--- src/rtl/div_radix2.sv ---
// rtl/div_radix2.sv - restoring radix-2 integer divider, 32 cycles per quotient, signed/unsigned
module div_radix2 (
  input  logic        clk,
  input  logic        rst,
  input  logic        flush,
  input  logic [31:0] a,
  input  logic [31:0] b,
  input  logic        valid,
  input  logic        sign,
  output logic        stall,
  output logic        ready,
  output logic [63:0] result
);

  typedef enum logic [1:0] {
    IDLE = 2'd0,
    ZERO = 2'd1,
    ON   = 2'd2,
    DONE = 2'd3
  } state_t;

  state_t      r_state;
  state_t      w_state_nxt;
  logic [4:0]  r_cnt;
  logic [31:0] r_dvs;
  logic [32:0] r_rem;
  logic [31:0] r_quo;
  logic        r_neg_q;
  logic        r_neg_r;
  logic [63:0] r_result;

  logic [31:0] w_abs_a;
  logic [31:0] w_abs_b;
  logic [33:0] w_diff;
  logic        w_borrow;
  logic [32:0] w_rem_nxt;
  logic [31:0] w_quo_nxt;
  logic [31:0] w_quo_fix;
  logic [31:0] w_rem_fix;

  assign w_abs_a = (sign && a[31]) ? (32'd0 - a) : a;
  assign w_abs_b = (sign && b[31]) ? (32'd0 - b) : b;

  // r_quo starts as the dividend magnitude; its MSB shifts into the partial remainder.
  assign w_diff    = {r_rem, r_quo[31]} - {2'b00, r_dvs};
  assign w_borrow  = w_diff[33];
  assign w_rem_nxt = w_borrow ? {r_rem[31:0], r_quo[31]} : w_diff[32:0];
  assign w_quo_nxt = {r_quo[30:0], ~w_borrow};
  assign w_quo_fix = r_neg_q ? (32'd0 - w_quo_nxt) : w_quo_nxt;
  assign w_rem_fix = r_neg_r ? (32'd0 - w_rem_nxt[31:0]) : w_rem_nxt[31:0];

  always_ff @(posedge clk) begin
    if (rst) begin
      r_state <= IDLE;
    end else begin
      r_state <= w_state_nxt;
    end
  end

  always_comb begin
    w_state_nxt = r_state;
    case (r_state)
      IDLE: begin
        if (valid) begin
          w_state_nxt = (b == 32'd0) ? ZERO : ON;
        end
      end
      ZERO: w_state_nxt = DONE;
      ON: begin
        if (r_cnt == 5'd31) begin
          w_state_nxt = DONE;
        end
      end
      DONE:    w_state_nxt = IDLE;
      default: w_state_nxt = IDLE;
    endcase
    if (flush) begin
      w_state_nxt = IDLE;
    end
  end

  always_ff @(posedge clk) begin
    if (rst) begin
      r_cnt    <= 5'd0;
      r_dvs    <= 32'd0;
      r_rem    <= 33'd0;
      r_quo    <= 32'd0;
      r_neg_q  <= 1'b0;
      r_neg_r  <= 1'b0;
      r_result <= 64'd0;
    end else if (flush) begin
      r_cnt <= 5'd0;
    end else begin
      case (r_state)
        IDLE: begin
          if (valid) begin
            r_cnt   <= 5'd0;
            r_dvs   <= w_abs_b;
            r_quo   <= w_abs_a;
            r_rem   <= 33'd0;
            r_neg_q <= sign & (a[31] ^ b[31]);
            r_neg_r <= sign & a[31];
          end
        end
        ZERO: begin
          r_result <= 64'd0;
        end
        ON: begin
          r_rem <= w_rem_nxt;
          r_quo <= w_quo_nxt;
          r_cnt <= r_cnt + 5'd1;
          if (r_cnt == 5'd31) begin
            r_result <= {w_rem_fix, w_quo_fix};
          end
        end
        default: begin
        end
      endcase
    end
  end

  assign ready  = (r_state == DONE);
  assign stall  = valid & ~ready & ~flush;
  assign result = r_result;

endmodule

--- config.mk ---
export PLATFORM = sky130hd
export DESIGN_NAME = div_radix2
export DESIGN_NICKNAME = d
export VERILOG_FILES = /design/src/rtl/div_radix2.sv
export SDC_FILE = /design/constraint.sdc
export NUM_CORES = 1
export LEC_CHECK = 0
export CAP_MARGIN = 0
export CORE_MARGIN = 1.5
export CORE_UTILIZATION = 40
export DETAILED_ROUTE_END_ITERATION = 6
export GPL_TIMING_DRIVEN = 0
export SKIP_CTS_REPAIR_TIMING = 1
export SYNTH_ARGS = -nofsm -noshare
export SYNTH_HDL_FRONTEND = slang
export SYNTH_SLANG_ARGS = --single-unit
--- constraint.sdc ---
create_clock -name clk -period 5.2 [get_ports clk]
set_clock_uncertainty 0.1 [all_clocks]
set_input_delay 1.3 -clock clk [delete_from_list [all_inputs] [get_ports clk]]
set_output_delay 1.3 -clock clk [all_outputs]
set_load 0.05 [all_outputs]
Word-level counts from Yosys, hierarchy flattened. Index checks and enable logic that the tools add are counted.

Input bits: 69. Register bits after elaboration: 170.

Reductions and logical operators: 12. Mux-type cells: 17. Add/sub/neg operators: 6. Eq/ne operators: 6. Bitwise operators: 8.

Operators with widths (count): $mux W32 (5); $pmux W64 S2 (1); $sub A1 B32 Y32 const A (4); $mux W33 (2); $pmux W33 S2 (1); $mux W64 (1); $pmux W32 S2 (1); $sub A34 B32 Y34 (1); $logic_not A32 Y1 (1); $pmux W5 S2 (1); $reduce_and A3 Y1 (3); $pmux W2 S4 (1); $mux W2 (3); $add A5 B1 Y5 const B (1); $eq A5 B5 Y1 const B (1); $mux W5 (1); $and A1 B1 Y1 (4); $eq A2 B2 Y1 const B (2); $ne A2 B2 Y1 const B (2); $reduce_and A2 Y1 (2); $reduce_bool A2 Y1 (2); $not A1 Y1 (3); $eq A2 B1 Y1 const B (1); $logic_and A1 B1 Y1 (2); other kinds (3) (3).

Longest topological paths before layout. Gate-level depths: netlist of the first run.

Depth in word-level cells: 6. Depth in mapped cells: 24.

Worst setup path before layout of the first run. No wires, ideal clock.

Path kind: reg2reg. From: register r_dvs[6]. To: register r_result[62], in the netlist result[62]. Cell stages (with the launch flop): 24. Data required time: 4.981 ns. Data arrival time: 4.350 ns. Path slack: 0.630 ns. Cell sequence: dfxtp_1 -> inv_1 -> ha_1 -> clkbuf_1 -> a21oi_1 -> o21ai_1 -> a22o_1 -> o31a_1 -> nor3_2 -> nor2_2 -> inv_2 -> clkbuf_1 -> buf_2 -> buf_1 -> o21ai_0 -> inv_1 -> ha_1 -> nand2_1 -> nor4_1 -> mux2_2 -> nand3b_1 -> o41ai_1 -> xnor2_1 -> o21ai_1.

Cells in the longest elaborated chain, start to end: 6.

RTL lines: start, declared (RTL line 25) `logic [31:0] r_dvs;`; start signal, assigned (RTL line 98) `r_dvs <= w_abs_b;`; $sub A34 B32 Y34 (*) (RTL line 45) `assign w_diff = {r_rem, r_quo[31]} - {2'b00, r_dvs};`; $mux W33 (*) (RTL line 47) `assign w_rem_nxt = w_borrow ? {r_rem[31:0], r_quo[31]} : w_diff[32:0];`; $sub A1 B32 Y32 (RTL line 50) `assign w_rem_fix = r_neg_r ? (32'd0 - w_rem_nxt[31:0]) : w_rem_nxt[31:0];`; $mux W32 (*) (RTL line 50); $mux W64 (*) (RTL line 112) `if (r_cnt == 5'd31) begin`; $pmux W64 S2 (*) (RTL line 94) `case (r_state)`; end signal, assigned (RTL line 113) `r_result <= {w_rem_fix, w_quo_fix};`; end, declared (RTL line 30) `logic [63:0] r_result;`.

Every way passes the cells marked *; elsewhere a longest branch is shown, timed or not. The select of a mux whose other input is x is not followed. A chain may end at the register's enable or synchronous reset.

Worst setup path in the final report of the first run.
From: register r_dvs[24]. To: register r_result[62], in the netlist result[62].

The elaborated chain is that of the path after synthesis.

==> metrics.md, run 1 <==
| Metric | Value |
|---|---|
| Status | `finished, final reports clean` |
| Worst Setup End Kind | `register` |
| Total power | `0.003619 W` |
| Worst-path maximum fanout | `10` |
| Final WL | `~42 mm` |
| DR DRC count | `0` |
| Yosys Warn Count | `0` |
| Setup WS post-layout | `around 0.35 ns` |
| Setup WS pre-CTS | `-1.073 ns` |
| Die width | `about 170 um` |
| Seq/Total Area, Yosys | `0.2910` |
| RSZ-0062 raised after global routing | `false` |
| Final std cells w/o fill | `2138` |
| I/O pin cnt | `135` |
| Final Wtd Congestion | `0.9416` |
| Crit path launch | `r_dvs[24]` |
| Cell Pwr Density | `around 250 mW/mm2` |
| TritonRoute pass-1 iters | `5` |
| Area grow syn2layout | `21.78%` |
| Class of the worst hold path | `register to register` |
| H-tree level count | `4` |
| Clock buffer depth | `2` |
| Site Rows | `62` |
| Final nets | `about 1900` |
| Cell count after synthesis | `1602` |
| Routed wire per std cell | `slightly below 20 um` |
| Max Freq | `slightly above 200 MHz` |
| R2R Path End | `result[62]` |
| Detail Placement HPWL | `33.68 mm` |
| P_leak | `approximately 5.0 nW` |
| Vias in the first global route | `~12000` |
| Max-cap violations | `0` |
| Asr flop ratio synth | `0` |
| Hold path cells | `2` |
| Initial DRC Count | `989` |
| Crit path DAT | `5.07 ns` |
| Die Ht | `between 150 and 200 um` |
| Required time worst endpoint | `between 5 and 6 ns` |
| Cell depth of the worst flop-to-flop path | `20` |
| Grt ovf | `0` |
| Layout cells sized above 1 | `0.04789` |
| Netlist cell types | `77` |
| Initial Util | `0.4075` |
| FF-to-FF Start | `r_dvs[24]` |
| Final setup vio count | `0` |
| Reg2Reg Setup Slack | `0.35 ns` |
| Final ANT Viol Nets | `0` |
| Hold Fails Final Rpt | `0` |
| Min Tclk post-route | `slightly below 5 ns` |
| Startpoint types | `register` |
| Clock Sinks | `170` |
| GRT Resource Usage Total | `0.2757` |
| Worst slew pin tran | `roughly 1.2 ns` |
| Number of synthesized flops with an enable pin | `0` |
| Rel. slew slack | `0.1935` |
| VDD IR max | `between 0.2 and 0.3 mV` |
| Slew Viols, Final | `0` |
| CTS buffer count | `17` |
| Main area contributors after synthesis | `dfxtp_1 29%, nand2_1 6.7%, nor2_1 6.1%, xnor2_1 5.7%, o21ai_0 5.3%` |
| DR vias/cell | `around 5.7` |
| Largest net degree at the start of global routing | `17` |
| Post-Syn Nets | `1713` |
| Count leader, synth | `nand2_1` |
| Synth top area share | `0.2910` |
| Kind of critical path | `register to register` |
| First-pass GRT wire length | `approximately 66 mm` |
| Cell Area, Synth | `0.01169 mm2` |
| Final core occ | `0.4962` |
| Top FF cell, synth | `dfxtp_1` |
| Clk slew on worst S/H paths | `0.07 ns` |
| Top post-synthesis cells by count | `210 x nand2_1, 189 x nor2_1, 170 x dfxtp_1` |
| Critical Path End | `result[62]` |
| Tcrit/Tclk final | `0.9328` |
| TritonCTS clock tree | `yes` |
| N_diodes | `0` |
| Die footprint | `approximately 0.030 mm2` |
| Yosys reg bits | `170` |
| Area leader, netlist | `dfxtp_1` |
| Clk_lat worst skew | `~0.44 ns` |
| Syn Area/Cell | `7.300 um2` |
| Root Driver | `clkbuf_16` |
| Number of port buffers | `134` |
| Placed insts | `~2100` |
| Vias | `approximately 12000` |
| Initial antenna violation count | `0` |
| Core Area | `0.02870 mm2` |
-- how the worst min path moves through the flow --
stage / end / slack [ns] / startpoint
floorplan: r_dvs[31] / 0.33 / r_dvs[31]
global placement: result[59] / 0.33 / result[59]
detailed placement: result[54] / 0.34 / result[54]
CTS: result[54] / 0.35 / result[54]
global route: result[57] / 0.37 / result[57]
finish: result[59] / 0.34 / result[59]
-- flip-flops by register name, indices dropped and copies added (netlist names) --
register / count
r_cnt: 5
r_dvs: 32
r_neg_q: 1
r_neg_r: 1
r_quo: 32
r_rem: 33
r_state: 2
result: 64
-- cell usage in the layout (no fill, tap or decap), types with 6 or more instances in the layout --
| cell | instances |
|---|---|
| a211oi_1 | 39 |
| a21oi_1 | 111 |
| a22oi_1 | 30 |
| a311oi_1 | 8 |
| a31oi_1 | 33 |
| and2_1 | 11 |
| and3_1 | 7 |
| buf_1 | 6 |
| clkbuf_1 | 66 |
| clkbuf_16 | 17 |
| clkdlybuf4s50_1 | 134 |
| dfxtp_1 | 169 |
| ha_1 | 34 |
| ha_2 | 7 |
| inv_1 | 61 |
| mux2i_1 | 24 |
| nand2_1 | 210 |
| nand2b_1 | 7 |
| nand3_1 | 21 |
| nand3b_1 | 7 |
| nand4_1 | 16 |
| nor2_1 | 189 |
| nor2b_1 | 7 |
| nor3_1 | 31 |
| nor4_1 | 15 |
| o211ai_1 | 13 |
| o21a_1 | 9 |
| o21ai_0 | 121 |
| o21ai_1 | 28 |
| o21bai_1 | 7 |
| o31a_1 | 7 |
| o31ai_1 | 18 |
| o41ai_1 | 12 |
| or3_1 | 25 |
| or4_1 | 13 |
| xnor2_1 | 76 |
| xor2_1 | 56 |
-- cell type report --
class / count / area, um2
timing repair buffer: 136 / 1356
fill: 2874 / 14460
tap: 384 / 480.5
buffer: 80 / 330.3
inverter: 63 / 239.0
clock buffer: 22 / 474.2
multi-input combinational: 1273 / 7818
sequential: 170 / 3405
clock inverter: 10 / 140.1
-- per-layer routing --
| layer | global-route usage | routed length [um] | share of wire | vias to the layer above |
|---|---|---|---|---|
| met3 | 0.04068 | 1908 | 0.046 | 70 |
| li1 | - | - | - | 6004 |
| met2 | 0.4608 | 19210 | 0.46 | 350 |
| met4 | 0.09267 | 1168 | 0.028 | 0 |
| met1 | 0.3629 | 19500 | 0.47 | 5773 |
| met5 | 0 | 0 | 0 | - |
-- through the flow --
step	hold slack, ns	setup TNS, ns	instance area [um2]
floorplan	0.3319	0	11700
detailed placement	0.3391	-16.59	13520
CTS	0.3479	-18.50	14130
finish	0.3432	0	14240
global route	0.3659	0	14240
global placement	0.3343	-15.30	13520
-- critical path, cell delays in order (launching register included) --
cell and delay (ns):
dfxtp_1 0.33, inv_1 0.14, ha_1 0.42, a21oi_1 0.23, o21ai_1 0.19, a211oi_2 0.31, o21a_1 0.27, a21oi_4 0.12
nor2_4 0.20, clkbuf_4 0.26, buf_6 0.21, buf_6 0.20, mux2i_4 0.28, ha_1 0.22, nand2_1 0.08, nor4_1 0.27
mux2_4 0.25, nand3b_1 0.14, o41ai_2 0.25, xnor2_1 0.16, o21ai_1 0.07
-- report_power, final --
part           total (W)  internal (W)  switching, W
combinational   0.000877      0.000316      0.000561
clock            0.00135      0.000795      0.000559
sequential       0.00139       0.00134     0.0000452
-- cells by family (layout without fill, tap and decap cells) --
| kind of cell | count (synthesis) | after routing | share of synthesized area |
|---|---|---|---|
| AOI/OAI and AO/OA | 487 | 487 | 0.2608 |
| xor gates and xnor gates | 132 | 132 | 0.09886 |
| adders and majority gates | 42 | 42 | 0.04558 |
| buffers and inverters | 159 | 311 | 0.05200 |
| DFF | 170 | 170 | 0.2910 |
| muxes | 30 | 30 | 0.02621 |
| and+or+nand+nor | 582 | 582 | 0.2255 |
Note: power is estimated with default switching activity, not from simulation.
==> inputs of run 2 (changes only) <==
- CORE_UTILIZATION: 40 -> 58
- PLACE_DENSITY: unset -> 0.82
==> run 2 against run 1 <==
Effect of this change: largest power group unchanged; critical path depth fell by 1; wire length fell by 3.6%; sequential share of layout area increased by 0.36 points; global-route usage grew 10 points; sequential power is essentially flat; flip-flop and latch count unchanged; combinational power is essentially flat; worst setup slack lost 0.071 ns; hold slack better by 0.00070 ns; critical endpoint unchanged; final area shrank 1.4%; power fell by 3.1%.
==> metrics.md, run 2 (same netlist as run 1, synthesis figures left out) <==
| Metric | Value |
|---|---|
| Status | `finished, final reports clean` |
| CTS buffer count | `17` |
| Site Rows | `51` |
| Rel. slew slack | `0.2217` |
| Die width | `~150 um` |
| DR DRC count | `0` |
| Startpoint types | `register` |
| Core Area | `about 0.02 mm2` |
| Tcrit/Tclk final | `0.9464` |
| Initial Util | `0.5970` |
| Worst path max stage delay | `~0.44 ns` |
| Cell Pwr Density | `249.9 mW/mm2` |
| Final Wtd Congestion | `0.9644` |
| Slowest cell on crit path | `dfxtp_2` |
| H-tree level count | `4` |
| I/O pin cnt | `approximately 140` |
| P_leak | `between 4 and 5 nW` |
| GRT Resource Usage Total | `0.3776` |
| Routed wire per std cell | `~20 um` |
| Clock buffer depth | `2` |
| Worst Setup End Kind | `register` |
| Root Driver | `clkbuf_16` |
| Vias in the first global route | `~12000` |
| First-pass GRT wire length | `about 63 mm` |
| Final setup vio count | `0` |
| Worst path cell trace | `ha_1 -> a21oi_1 -> o21ai_1 -> a22o_1 -> o31ai_4 -> a21oi_4 -> nor2_4 -> clkbuf_4 -> buf_4 -> buf_4 -> mux2i_2 -> ha_1 -> nand2_1 -> nor4_2 -> mux2_4 -> nand3b_1 -> o41ai_2 -> xnor2_1 -> o21ai_1` |
| Die Ht | `between 100 and 150 um` |
| Final WL | `between 40 and 50 mm` |
| Clk slew on worst S/H paths | `0.07 ns` |
| Slew Viols, Final | `0` |
| Placed insts | `between 2000 and 2500` |
| Final nets | `around 1900` |
| Initial DRC Count | `1407` |
| Reg2Reg Setup Slack | `about 0.28 ns` |
| Kind of critical path | `register to register` |
| Final ANT Viol Nets | `0` |
| Area grow syn2layout | `20.02%` |
| Hold Worst Slack | `roughly 0.34 ns` |
| Sequential cell area | `~0.0034 mm2` |
| Layout cells sized above 1 | `0.04949` |
| Class of the worst hold path | `register to register` |
| Required time worst endpoint | `~5.4 ns` |
| Max FFs per register | `64` |
| Max-cap violations | `0` |
| Clk_lat worst skew | `0.45 ns` |
| Largest net degree at the start of global routing | `18` |
| Detail Placement HPWL | `between 30 and 40 mm` |
| VDD IR max | `0.2494 mV` |
| Hold Fails Final Rpt | `0` |
| Min Tclk post-route | `a little under 5 ns` |
| Crit path DAT | `5.15 ns` |
| Grt ovf | `0` |
| RSZ-0062 raised after global routing | `false` |
| Initial antenna violation count | `1` |
| Worst slew pin tran | `roughly 1.2 ns` |
| Max Freq | `between 200 and 250 MHz` |
| Die footprint | `0.02103 mm2` |
| Number of port buffers | `around 130` |
| Worst-path maximum fanout | `10` |
| Final std cells w/o fill | `~2000` |
| Clock Sinks | `between 150 and 200` |
| DR vias/cell | `between 6 and 7` |
| N_diodes | `0` |
| Most frequent cells in the layout | `210 x nand2_1, 189 x nor2_1, 168 x dfxtp_1, 134 x clkdlybuf4s50_1, 120 x o21ai_0` |
| TritonRoute pass-1 iters | `6` |
| Fillers | `~1700` |
| Most common cell after layout, fill and taps aside | `nand2_1` |
| Vias | `about 13000` |
| Area of the multi-input gates | `~0.0078 mm2` |
| TritonCTS clock tree | `yes` |
[run 2: changes by cell type in the layout (fill, tap and decap cells not counted), sizes merged]
cell      before  now
inv           63   68
clkbuf        89   86
clkinvlp       3    4
clkinv         4    6
buf           15   17
bufinv         3    0
[run 2: path summary, 6_finish.rpt]
path,cells after the start,to,start
hold reg to reg,2,result[56],result[56]
setup / recovery,19,result[62],r_rem[11]
setup reg to reg,19,result[62],r_rem[11]
hold / removal,2,result[56],result[56]
[run 2: through the flow]
| step | power, W | util | setup WS (ns) | instance area, um2 | TNS [ns] |
|---|---|---|---|---|---|
| after floorplan | 0.001964 | - | 0.6304 | 11700 | 0 |
| after global placement | 0.002228 | 0.6824 | -1.046 | 13370 | -14.26 |
| after detailed placement | 0.002243 | 0.6824 | -1.063 | 13370 | -15.26 |
| after CTS | 0.003456 | 0.7111 | -1.117 | 13930 | -16.84 |
| after global routing | 0.003633 | 0.7165 | 0.001362 | 14040 | 0 |
| final | 0.003508 | 0.7165 | 0.2787 | 14040 | 0 |
[run 2: area by class of cell]
class,instances,share of cell area
repair buffers,138,0.09770
clock buffers,17,0.03031
clock inverters,15,0.009717
multi-input cells,1273,0.5553
flip-flops and latches,170,0.2426
plain buffers,82,0.02380
inverters,63,0.01694
well taps,265,0.02362
[run 2: metal layers]
| layer | share of wire | track usage | wire length (um) | vias up |
|---|---|---|---|---|
| met2 | 0.45 | 0.6100 | 18300 | 733 |
| met5 | 0.00032 | 0 | 13 | - |
| li1 | - | - | - | 6008 |
| met4 | 0.043 | 0.1701 | 1748 | 2 |
| met1 | 0.41 | 0.4986 | 16670 | 5895 |
| met3 | 0.088 | 0.05535 | 3539 | 130 |
[run 2: critical path, delay by kind of cell (launching register included)]
kind | cells | cell delay [ns]
DFF | 1 | 0.44
AOI/OAI and AO/OA | 7 | 1.52
and+or+nand+nor | 4 | 0.73
adders and majority gates | 2 | 0.59
muxes | 2 | 0.53
xor gates and xnor gates | 1 | 0.16
buffers and inverters | 3 | 0.74
[run 2: power breakdown]
group / switching (W) / internal (W) / leakage, nW
Clock: 0.000610 / 0.000631 / 0.267
Combinational: 0.000561 / 0.000317 / 3.34
Sequential: 0.0000458 / 0.00134 / 1.38
